==> src/rtl/crc_pkg.sv <==
// Shared constants and state encoding for the receive-side CRC frame checker.
package crc_pkg;

   localparam int CRC_WIDTH     = 16;
   localparam logic [CRC_WIDTH-1:0] CRC_POLY_DEF = 16'h8005;
   localparam logic [CRC_WIDTH-1:0] CRC_INIT_DEF = 16'h0000;
   localparam int PAYLOAD_BITS  = 112;
   localparam int FRAME_BYTES   = 16;
   localparam int PAYLOAD_BYTES = PAYLOAD_BITS / 8;
   localparam int FRAME_BITS    = FRAME_BYTES * 8;

   typedef enum logic [1:0] {
      ST_IDLE    = 2'd0,
      ST_COLLECT = 2'd1,
      ST_SHIFT   = 2'd2,
      ST_DONE    = 2'd3
   } state_t;

endpackage

==> src/rtl/crc16_serial_lfsr.sv <==
// Bit-serial CRC-16 register: one message bit per enabled cycle, MSB first.
module crc16_serial_lfsr
   import crc_pkg::*;
#(
   parameter logic [CRC_WIDTH-1:0] POLY = CRC_POLY_DEF,
   parameter logic [CRC_WIDTH-1:0] INIT = CRC_INIT_DEF
) (
   input  logic                 clk,
   input  logic                 rst_n,
   input  logic                 clr,
   input  logic                 en,
   input  logic                 din,
   output logic [CRC_WIDTH-1:0] crc
);

   logic [CRC_WIDTH-1:0] crc_q;
   logic                 fb;

   assign fb  = crc_q[CRC_WIDTH-1] ^ din;
   assign crc = crc_q;

   // Clear has priority over a shift so an abort on the last bit still restarts cleanly.
   always_ff @(posedge clk or negedge rst_n) begin
      if (!rst_n) begin
         crc_q <= INIT;
      end else if (clr) begin
         crc_q <= INIT;
      end else if (en) begin
         crc_q <= {crc_q[CRC_WIDTH-2:0], 1'b0} ^ (fb ? POLY : '0);
      end
   end

endmodule

==> config.mk <==
export PLATFORM = sky130hd
export DESIGN_NAME = crc16_serial_lfsr
export DESIGN_NICKNAME = d
export VERILOG_FILES = /design/src/rtl/crc_pkg.sv /design/src/rtl/crc16_serial_lfsr.sv
export SDC_FILE = /design/constraint.sdc
export NUM_CORES = 1
export LEC_CHECK = 0
export CORE_MARGIN = 4
export CORE_UTILIZATION = 36
export CTS_CLUSTER_SIZE = 16
export DETAILED_ROUTE_END_ITERATION = 10
export HOLD_SLACK_MARGIN = 0.06
export PLACE_DENSITY = 0.61
export SKIP_CTS_REPAIR_TIMING = 1
export SLEW_MARGIN = 15
export SYNTH_ARGS = -nofsm -noshare
export SYNTH_HDL_FRONTEND = slang
export SYNTH_SLANG_ARGS = --single-unit
==> constraint.sdc <==
create_clock -name clk -period 2.1 [get_ports clk]
set_clock_uncertainty 0.2 [all_clocks]
set_input_delay 0.21 -clock clk [delete_from_list [all_inputs] [get_ports clk]]
set_output_delay 0.21 -clock clk [all_outputs]
set_load 0.02 [all_outputs]
# [Word level (Yosys, flattened, before mapping)]
# Index checks and enable logic that the tools add are counted.
[totals] register_bits=16 inputBits=5 out_inout_bits=16 elab_cells=7
[op_classes] muxes=3 n_bitwise=2 n_reduce_logical=1
[ops] op="two-way mux 16 bit" n=3
[ops] op="bitwise XOR 16 bit" n=1
[ops] op="nonzero test 2 bit" n=1
[ops] op="bitwise XOR 1 bit" n=1

# [Depth between registers and ports, before layout]
[depth] word_depth=5 ltp_mapped=4 mapped_depth_nobuf=3

# [Worst setup path before layout]
# Ideal clock, no wire load.
[synth_path] path_type="register to register" from="register crc_q[14] (netlist: crc[14])" to="register crc_q[15] (netlist: crc[15])" arrival_time_ns=0.899 t_required_ns=1.780 setup_slack_ns=0.881 path_stages_with_launch=4 path_buffers=0 cell_sequence="dfrtp_1 > xor2_1 > a21oi_1 > a31o_1"
[synth_via] elab_chain_cells=3
[synth_rtl] element="start, declared" line_no="crc16_serial_lfsr.sv:16" rtl="logic [CRC_WIDTH-1:0] crc_q;"
[synth_rtl] element="start signal, assigned" line_no="crc16_serial_lfsr.sv:29" rtl="crc_q <= {crc_q[CRC_WIDTH-2:0], 1'b0} ^ (fb ? POLY : '0);"
[synth_rtl] element="bitwise XOR 16 bit" line_no="crc16_serial_lfsr.sv:29"
[synth_rtl] element="two-way mux 16 bit" line_no="crc16_serial_lfsr.sv:28" rtl="end else if (en) begin"
[synth_rtl] element="two-way mux 16 bit" line_no="crc16_serial_lfsr.sv:26" rtl="end else if (clr) begin"
# No other way between the ends. The select of a mux whose other input is x is not followed.
# A chain may end at the register's enable or synchronous reset.

# [Worst setup path after layout]
[layout_path] from="register crc_q[1] (netlist: crc[1])" to="output port crc[1]"
[layout_lines] element="end, declared" line_no="crc16_serial_lfsr.sv:13" rtl="output logic [CRC_WIDTH-1:0] crc"
# No word-level cell between the ends.

==> impl_metrics.tcl <==
set metrics [dict create \
    yosysSeqAreaShare 0.5745 \
    ant_nets 0 \
    drive_gt1_frac 0.09639 \
    wire_per_inst_um 12.59 \
    clk_latency_ns 0.29 \
    vias 527 \
    coreArea_um2 1783 \
    fin_crit_ns 1.726 \
    syn-num-nets 64 \
    die_x_um 52 \
    viasPerCell 4.880 \
    multiInputGateArea_um2 267.8 \
    fin_nets 89 \
    crit_type "flop to output pin" \
    n_antenna_cell 0 \
    boundaryPins 21 \
    rows 15 \
    async_flop_share 1.000 \
    final_core_util 0.5432 \
    hold_start "crc[11]" \
    drc 0 \
    grt_pass1_vias 550 \
    rrSetupSlack_ns 0.84 \
    synth_ff_type "dfrtp_1" \
    cp_slowest_cell "clkdlybuf4s50_1" \
    holdPathStages 2 \
    grt_pass1_wl_um 2449 \
    synth_top_area_share 0.5745 \
    setup_viol_count_final 0 \
    rsz0062_at_grt "no" \
    crit_family "buffers and inverters" \
    dpl.hpwl_um 939.7 \
    cp_data_arrival_time_ns 1.32 \
    final_max_slew_viol_count 0 \
    ys_warn_count 0 \
    worstSetupEndpointType "output pin" \
    syn-cell-area_um2 696.9 \
    p_leak_nw 0.4528 \
    power_per_cell_area_nw_per_um2 620.3 \
    avgSynthCellArea_um2 11.81 \
    timing.fmax_mhz 579.5 \
    maxCapViolations 0 \
    cp_max_fo 4 \
    max-vdd-ir-drop_mv 0.4019 \
    slew_headroom 0.6844 \
    cts_tree "yes" \
    drt_wl_total_um 1360 \
    seq_area_um2 400.4 \
    r2r-end "crc[2]" \
    fill_cells 167 \
    path_cells "clkdlybuf4s50_1" \
    path_buf_inv 1 \
    clock_sinks 16 \
    worstReg2RegStart "crc[15]" \
    reg2reg_depth 3 \
    gr-usage-all-layers 0.1236 \
    place.gp.congestion 0.6665 \
    netlist_instances 59 \
    finalSetupTns_ns 0 \
    first_pass_iters 4 \
    start_util 0.3909 \
    grt_overflow_total 0 \
    ys_seq_elements 16 \
    final_cell_area_um2 968.4 \
    yosysTopAreaCell "dfrtp_1" \
    largest_reg_flops 16 \
    synth_edf_count 0 \
    slowest_delay_ns 0.62 \
    status "finished clean" \
    drtIter0Drc 7 \
    required_ns 1.69 \
    synth.distinct_cells 15 \
    antenna_found_initial 0 \
    dpl_cell_area_um2 922.1 \
    area_growth_pct 38.96 \
    synth_area_leaders "dfrtp_1 57%, mux2i_1 19%, nor2_1 8.6%, a211oi_2 1.8%, nand2b_1 1.8%" \
    portBuffers 20 \
    cts_root_buffer "clkbuf_4" \
    worst_pin_slew_ns 0.4720 \
    dieArea_um2 2704 \
    cts-buffers-inserted 3 \
    cts_max_level 1 \
    critPathLaunchType "flop" \
    finalHoldViolCount 0 \
    finalCritPeriodShare 0.8218 \
    fp.dieH_um 52 \
    clk_pin_slew_ns 0.09 \
    hold_class "flop to flop" \
    hold_end "crc[11]" \
    cts_buffer_depth 2 \
    grt_max_degree 21 \
]
[Yosys cell counts, types with 2 or more instances]
cell type,number
nor2_1,16
nand2b_1,2
dfrtp_1,16
buf_2,2
mux2i_1,13
[per-layer routing]
metal,up-vias,global-route usage,part of all wire
met5,-,0,0
met4,0,0.07860,0.023
met3,4,0.03152,0.042
met2,15,0.1757,0.43
met1,264,0.1651,0.50
li1,244,-,-
[how the worst max path moves through the flow]
stage,from,endpoint,slack [ns],depth (start not counted)
floorplan,crc[14],crc[15],0.88,3
global placement,clr,crc[15],0.43,4
detailed placement,clr,crc[15],0.40,4
CTS,crc[1],crc[1],0.35,1
global route,crc[15],crc[15],0.30,1
finish,crc[1],crc[1],0.37,1
[power by group]
group / total, W / switching, W / internal [W]
clock network: 0.000203 / 0.0000971 / 0.000106
logic: 0.0000769 / 0.0000401 / 0.0000368
registers: 0.000321 / 0.00000632 / 0.000315
[logic make-up (layout without fill, tap and decap cells)]
kind of cell,count (synthesis),after routing,share of synthesized area
AOI/OAI and AO/OA,4,4,0.05026
xor gates and xnor gates,2,2,0.02514
buffers and inverters,4,28,0.04130
DFF,16,16,0.5745
muxes,13,13,0.1867
and+or+nand+nor,20,20,0.1221
[cell type report]
cell class | count | share of cell area
repair buffers | 24 | 0.2403
flip-flops and latches | 16 | 0.4134
multi-input cells | 39 | 0.2765
clock buffers | 4 | 0.03747
well taps | 25 | 0.03230
[cell usage in the layout (no fill, tap or decap)]
cell,synthesis,final
nand2_1,1,1
a211oi_2,1,1
o221ai_1,1,1
clkbuf_8,0,1
nand2b_1,2,2
nand4b_1,1,1
xnor2_1,1,1
buf_4,1,3
a31o_1,1,1
dfrtp_1,16,16
clkbuf_4,0,3
mux2i_1,13,13
xor2_1,1,1
clkdlybuf4s50_1,0,20
a21oi_1,1,1
nor2_1,16,16
dlygate4sd3_1,0,1
[per-stage QoR]
step | power (W) | hold slack (ns) | cells | setup slack, ns
finish | 0.0006007 | 0.3612 | 108 | 0.3742
global route | 0.0006379 | 0.4072 | 108 | 0.2986
CTS | 0.0006126 | 0.01958 | 107 | 0.3538
detailed placement | 0.0004036 | 0.3391 | 103 | 0.4030
global placement | 0.0004030 | 0.3272 | 103 | 0.4302
floorplan | 0.0003693 | -0.2856 | 59 | 0.8809
Power figures use the tool's default switching activity.
